**config.mk**
```make
export PLATFORM = sky130hd
export DESIGN_NAME = mux4_rr_arbiter
export DESIGN_NICKNAME = d
export VERILOG_FILES = /design/src/rtl/mux4_rr_arbiter.sv
export SDC_FILE = /design/constraint.sdc
export NUM_CORES = 1
export LEC_CHECK = 0
export ABC_AREA = 0
export CAP_MARGIN = 20
export CORE_UTILIZATION = 49
export DETAILED_ROUTE_END_ITERATION = 6
export HOLD_SLACK_MARGIN = 0.15
export MAX_ROUTING_LAYER = met4
export PLACE_DENSITY = 0.82
export REMOVE_ABC_BUFFERS = 1
export SYNTH_ARGS = -nofsm -noshare
export SYNTH_HDL_FRONTEND = slang
export SYNTH_SLANG_ARGS = --single-unit
```
**constraint.sdc**
```tcl
create_clock -name clk -period 3.1 [get_ports clk]
set_input_delay 0.31 -clock clk [delete_from_list [all_inputs] [get_ports clk]]
set_output_delay 0.31 -clock clk [all_outputs]
set_load 0.01 [all_outputs]
```
**src/rtl/mux4_rr_arbiter.sv**
```systemverilog
// mux4_rr_arbiter
//   Round-robin arbiter that shares a 4:1 bit multiplexer between four
//   requesters. One requester owns the mux at a time. An owner is released
//   when it drops its request or after MAX_HOLD consecutive cycles. On
//   release, the mux is handed straight to the next pending requester, with
//   no idle cycle in between.
//
// Handshake: req[i] is a level request. The requester owns the mux while
//   grant[i] is high. It keeps ownership as long as req[i] stays high and
//   the hold limit has not been reached. Dropping req[i] at an edge releases
//   the mux at that same edge.
//
// Ports
//   clk        in   clock, rising edge
//   rst_n      in   synchronous active-low reset
//   req[3:0]   in   per-requester level request
//   d[3:0]     in   per-requester data bit
//   grant[3:0] out  registered one-hot grant, zero when idle
//   select[1:0]out  registered mux select (current or last owner)
//   busy       out  registered, high exactly when grant != 0
//   q          out  combinational d[select] while busy, else 0
//   dbg_state  out  FSM state (0 = IDLE, 1 = GRANT)
//   dbg_ptr    out  round-robin search start index
//   dbg_cnt    out  hold counter of the current grant
module mux4_rr_arbiter #(
  parameter int unsigned MAX_HOLD = 8
) (
  input  logic       clk,
  input  logic       rst_n,
  input  logic [3:0] req,
  input  logic [3:0] d,
  output logic [3:0] grant,
  output logic [1:0] select,
  output logic       busy,
  output logic       q,
  output logic       dbg_state,
  output logic [1:0] dbg_ptr,
  output logic [3:0] dbg_cnt
);

  typedef enum logic {
    ST_IDLE  = 1'b0,
    ST_GRANT = 1'b1
  } state_t;

  localparam logic [3:0] CNT_LAST = 4'(MAX_HOLD - 1);

  state_t     state_q, state_d;
  logic [1:0] ptr_q, ptr_d;
  logic [3:0] cnt_q, cnt_d;
  logic [3:0] grant_q, grant_d;
  logic [1:0] select_q, select_d;
  logic       busy_q, busy_d;

  logic [1:0] win;
  logic       win_found;
  logic [1:0] scan_idx;
  logic       release_now;

  // Winner search: the first requester with req high, in the order
  // ptr, ptr+1, ptr+2, ptr+3. While a grant is active, ptr is owner+1.
  // The owner is therefore scanned last, so a timed-out owner wins again
  // only when nobody else is pending.
  always_comb begin
    win       = ptr_q;
    win_found = 1'b0;
    scan_idx  = ptr_q;
    for (int k = 0; k < 4; k++) begin
      scan_idx = ptr_q + 2'(k);
      if (!win_found && req[scan_idx]) begin
        win       = scan_idx;
        win_found = 1'b1;
      end
    end
  end

  assign release_now = !req[select_q] || (cnt_q == CNT_LAST);

  // State register
  always_ff @(posedge clk) begin
    if (!rst_n) begin
      state_q  <= ST_IDLE;
      ptr_q    <= 2'd0;
      cnt_q    <= 4'd0;
      grant_q  <= 4'd0;
      select_q <= 2'd0;
      busy_q   <= 1'b0;
    end else begin
      state_q  <= state_d;
      ptr_q    <= ptr_d;
      cnt_q    <= cnt_d;
      grant_q  <= grant_d;
      select_q <= select_d;
      busy_q   <= busy_d;
    end
  end

  // Next-state logic
  always_comb begin
    state_d  = state_q;
    ptr_d    = ptr_q;
    cnt_d    = cnt_q;
    grant_d  = grant_q;
    select_d = select_q;
    busy_d   = busy_q;
    unique case (state_q)
      ST_IDLE: begin
        if (win_found) begin
          state_d  = ST_GRANT;
          grant_d  = 4'b0001 << win;
          select_d = win;
          busy_d   = 1'b1;
          cnt_d    = 4'd0;
          ptr_d    = win + 2'd1;
        end
      end
      ST_GRANT: begin
        if (!release_now) begin
          cnt_d = cnt_q + 4'd1;
        end else if (win_found) begin
          // Direct handover (or a re-grant to a sole timed-out owner).
          grant_d  = 4'b0001 << win;
          select_d = win;
          busy_d   = 1'b1;
          cnt_d    = 4'd0;
          ptr_d    = win + 2'd1;
        end else begin
          // select keeps the last owner.
          state_d = ST_IDLE;
          grant_d = 4'd0;
          busy_d  = 1'b0;
          cnt_d   = 4'd0;
        end
      end
      default: begin
        state_d = ST_IDLE;
      end
    endcase
  end

  // Output logic. q only looks at the selected bit, gated by busy, so
  // ungranted data inputs never reach q.
  always_comb begin
    grant     = grant_q;
    select    = select_q;
    busy      = busy_q;
    q         = busy_q & d[select_q];
    dbg_state = state_q;
    dbg_ptr   = ptr_q;
    dbg_cnt   = cnt_q;
  end

endmodule
```
* Word level (Yosys, flattened, before mapping)
Cells that the tools add are included.
Operators by class: multiplexer cells 38, bitwise logic cells 2, shift-type cells 1, order comparisons 5, eq/ne operators 3, $add $sub $neg 5, reductions and logical operators 9
Operator list (number):
- 4-bit two-way mux | 5
- 4-bit one-hot mux with 2 select lines | 2
- 2-bit by 3-bit less-than comparator with 1-bit output (second input constant) | 5
- 1-bit two-way mux | 14
- 2-bit two-way mux | 7
- 1-bit binary-select mux with 2-bit select | 6
- 2-bit one-hot mux with 2 select lines | 2
- 2-bit by 1-bit adder with 2-bit output (second input constant) | 2
- 2-bit adder (second input constant) | 2
- 4-bit by 1-bit adder with 4-bit output (second input constant) | 1
- 4-bit by 3-bit == test with 1-bit output (second input constant) | 1
- 1-bit logical NOT | 4
- 1-bit one-hot mux with 2 select lines | 2
- 1-bit by 2-bit << shifter with 4-bit output (first input constant) | 1
- 1-bit logical AND | 3
- 2-bit by 1-bit inequality test with 1-bit output (second input constant) | 1
- 2-bit inequality test (second input constant) | 1
- 2-bit AND reduction | 1
- 1-bit bitwise AND | 1
- 1-bit logical OR | 1
- 1-bit inverter | 1
Storage, ports and cells: word-level logic and storage cells 69, register bits after elaboration 14

* Depth between registers and ports, before layout
depth after elaboration 16, gate-level depth with buffers 8

* Worst setup path before layout
OpenSTA, ideal clock, no wires.
path type register to register, start register ptr_q[1] (netlist: dbg_ptr[1]), end register ptr_q[1] (netlist: dbg_ptr[1]), stages on the path, launching flop included 9, data arrival time 1.636 ns, path buffers 1, setup slack 1.341 ns, cells stage by stage dfxtp_1 clkbuf_1 nor2_1 a221o_1 o22ai_1 inv_1 ha_1 nand2_1 mux2i_1
Between the ends: longest elaborated chain between the ends 16
RTL lines:
- from (decl) | line 49 | logic [1:0] ptr_q, ptr_d;
- from (signal assigned) | line 90 | ptr_q <= ptr_d;
- parallel branches: the longest is 11 deep, another holds 2-bit by 1-bit adder with 2-bit output
- 2-bit two-way mux * | line 70 | if (!win_found && req[scan_idx]) begin
- named net win[1] | line 55 | logic [1:0] win;
- 2-bit by 1-bit adder with 2-bit output * | line 114, 126
- 2-bit two-way mux * | line 108, 120
- 2-bit two-way mux | line 118 | if (!release_now) begin
- 2-bit one-hot mux with 2 select lines * | line 106 | unique case (state_q)
Mark *: on every way through the listed nets, which the timed path passes. The select of a mux whose other input is x is not followed. A chain may end at the register's enable or synchronous reset.

* Worst setup path in the final report
start register select_q[0] (netlist: select[0]), end output q
Between the ends: longest elaborated chain between the ends 3
RTL lines:
- from (decl) | line 52 | logic [1:0] select_q, select_d;
- from (signal assigned) | line 93 | select_q <= select_d;
- 1-bit binary-select mux with 2-bit select | line 147 | q = busy_q & d[select_q];
- 1-bit two-way mux (not written as such) | line 147
- 1-bit bitwise AND | line 147
- to (decl) | line 35 | output logic q,
No other way between the ends. The select of a mux whose other input is x is not followed.

==> summary.txt <==
Run status
  – Status: finished, violations left
  – Violated checks: DRC

Route
  – Routed Antenna Nets: 0
  – DRC: 1
  – Drt first pass iters: 6
  – WL met2: 915 um
  – Metal1 wirelength: 803 um
  – Top Layer Used: met4
  – Vias: 810
  – Initial DRC count: 15
  – Routed wl met3: around 73 um
  – Wirelength per Cell: 13.5 um
  – Total wire length: 1850 um
  – Post-DR vias/cell: between 5 and 6

Clock network
  – CTS sink count: 14
  – CTS Buf Count: 3
  – Clock slew at reported path FFs: 0.09 ns
  – CTS tree: built
  – Worst-Skew Late Latency: ~0.29 ns
  – Cts repair resizes: 0
  – H-tree Lvls: 1
  – Clock root buffer: clkbuf_4
  – Post-CTS setup buffer count: 0
  – Clock Path Buffers: 2
  – Hold_buf cts: 0

Die
  – # IOs: 25
  – Effective utilization at floorplan: 54.6%
  – Number of cell rows: 14
  – Full die area: 0.00191 mm2
  – Die height: 43.7 um
  – Die X: ~44 um
  – Core ar.: 0.00156 mm2

Setup path
  – Crit-path max FO: 5
  – CP required: 2.79 ns
  – CP Class: reg2out
  – CP endpoint kind: primary output
  – WP data arrival: 1.95 ns
  – Worst setup SP type: flop

Finish
  – Layout cell share with drive strength beyond 1: slightly above 8%
  – Layout area overhead: 33.1%
  – Ant. Diodes: 0
  – Multi-input logic area: approximately 530 um2
  – Final instance area: between 0.001 and 0.0015 mm2
  – Layout net count: 137
  – Non-Filler Instances: about 140
  – Reg area: ~280 um2
  – Fillers: 124

Place
  – Routability cong.: around 0.75
  – Post-DP HPWL: 1390 um
  – Dpl cell area: approximately 0.0011 mm2
  – Dpl cells: between 100 and 150
  – IO buf count: 24

Hold path
  – Worst hold-check path type: reg2reg

Logic synthesis
  – Area leader, netlist: dfxtp_1
  – Sequential share of the synthesized area: between 30% and 40%
  – Post-Syn Area: 851 um2
  – Area contributors post-synth: dfxtp_1, ha_1, nand2_1
  – Top cell type's share of synthesized area: 32.9%
  – Post-synth EDFFs: 0
  – Ys async rst share: 0%
  – Syn_area_per_cell: a little under 9 um2
  – Gate Count Post-Synth: 96
  – Top FF cell, synth: dfxtp_1
  – #FFs+latches synth: 14
  – Yosys cell types: 34
  – Yosys warning count: 0

STA
  – Final TNS setup: 0 ns
  – Tmin final: roughly 2.3 ns
  – Pin slew with the least headroom to its limit: 0.534 ns
  – Max frequency: 442 MHz
  – Crit share post-route: around three quarters
  – Relative slew slack: 64.4%
  – Hold Slack: 0.470 ns
  – Final hold vios: 0
  – RSZ-0062 raised after global routing: false
  – Count of pins over their slew limit: 0
  – Setup-failing EPs final: 0
  – Setup Skew: slightly below 0.0007 ns

Flow run
  – Maxcap violations: 0

GRT
  – Largest net degree at the start of global routing: 18
  – GRT Total Usage: 23.2%
  – First-pass GRT wire length: 3120 um
  – Antenna violations before repair: 0
  – GRT overflow: 0
  – Vias in the first global route: ~750

Power and ir drop
  – Worst VDD drop: 0.000349 V
  – Pwr Total: between 600 and 700 uW
  – Pleak: 0.000451 uW
  – Pwr dens: 576 mW/mm2
metrics by stage:
stage	setup slack, ns	util (%)
finish	0.836	72.6
global placement	0.913	70.3
floorplan	1.46	-
detailed placement	0.809	70.3
CTS	0.808	72.6
global route	0.733	72.6
worst max-delay path, cell delays in order (launching register included):
cell and delay, ns:
dfxtp_1 0.46, mux4_1 0.57, and2_1 0.16, clkdlybuf4s50_1 0.47
synthesized netlist by cell type, drive strengths merged (2+ instances only):
cell type / n
and2: 2
mux2i: 5
nand3b: 2
nand3: 2
ha: 5
nor2b: 3
nor2: 7
nand2b: 3
clkbuf: 3
inv: 4
dfxtp: 14
a21boi: 2
a21oi: 5
o22ai: 7
nand2: 16
cell type report:
cell class	instances	share of cell area (%)
Multi-Input combinational cell	74	47.1
Inverter	4	1.33
Tap cell	16	1.77
Sequential cell	14	24.8
Clock buffer	4	3.20
Timing Repair Buffer	25	21.9
power by group:
| group | internal (uW) | switching, uW |
|---|---|---|
| clock network | 71.7 | 64.9 |
| registers | 213 | 36.9 |
| logic | 142 | 124 |
| total | 426 | 226 |
layout by cell type (no fill, tap or decap), drive strengths merged, types with 2 or more instances in the layout:
cell,synthesis,layout
nand2,16,16
and2,2,2
nand2b,3,3
ha,5,5
nor2,7,7
nand3b,2,2
o22ai,7,7
inv,4,4
a21oi,5,5
nor2b,3,3
nand3,2,2
mux2i,5,5
clkbuf,3,4
clkdlybuf4s50,0,24
a21boi,2,2
dfxtp,14,14
kinds of logic (layout without fill, tap and decap cells):
logic type / Yosys count / after routing / synth area share (%)
compound gates: 25 / 25 / 23.1
fa+ha+maj: 5 / 5 / 7.35
buf+inv: 8 / 33 / 4.41
flops: 14 / 14 / 32.9
mux: 6 / 6 / 8.97
simple gates: 38 / 38 / 23.2
flip-flops by register name, summed over array words and instances, names as in the netlist:
register,cells
busy,1
select,2
grant,4
dbg_state,1
dbg_cnt,4
dbg_ptr,2
routing by layer:
metal	global-route usage, %	vias up
met5	-	-
met4	15.0	0
met3	6.25	7
met2	39.4	24
met1	23.2	380
li1	-	399
final timing paths:
| kind | endpoint | slack [ns] | cells after the start | start |
|---|---|---|---|---|
| worst max-delay path | q | 0.84 | 3 | select[0]$_SDFFE_PN0P_ |
| worst min-delay path | grant[0]$_SDFFE_PN0P_ | 0.47 | 2 | grant[0]$_SDFFE_PN0P_ |
| worst max register to register | dbg_ptr[1]$_SDFFE_PN0P_ | 1.30 | 7 | dbg_ptr[1]$_SDFFE_PN0P_ |
| worst min register to register | grant[0]$_SDFFE_PN0P_ | 0.47 | 2 | grant[0]$_SDFFE_PN0P_ |
No activity file was read; power rests on OpenSTA's default activity.
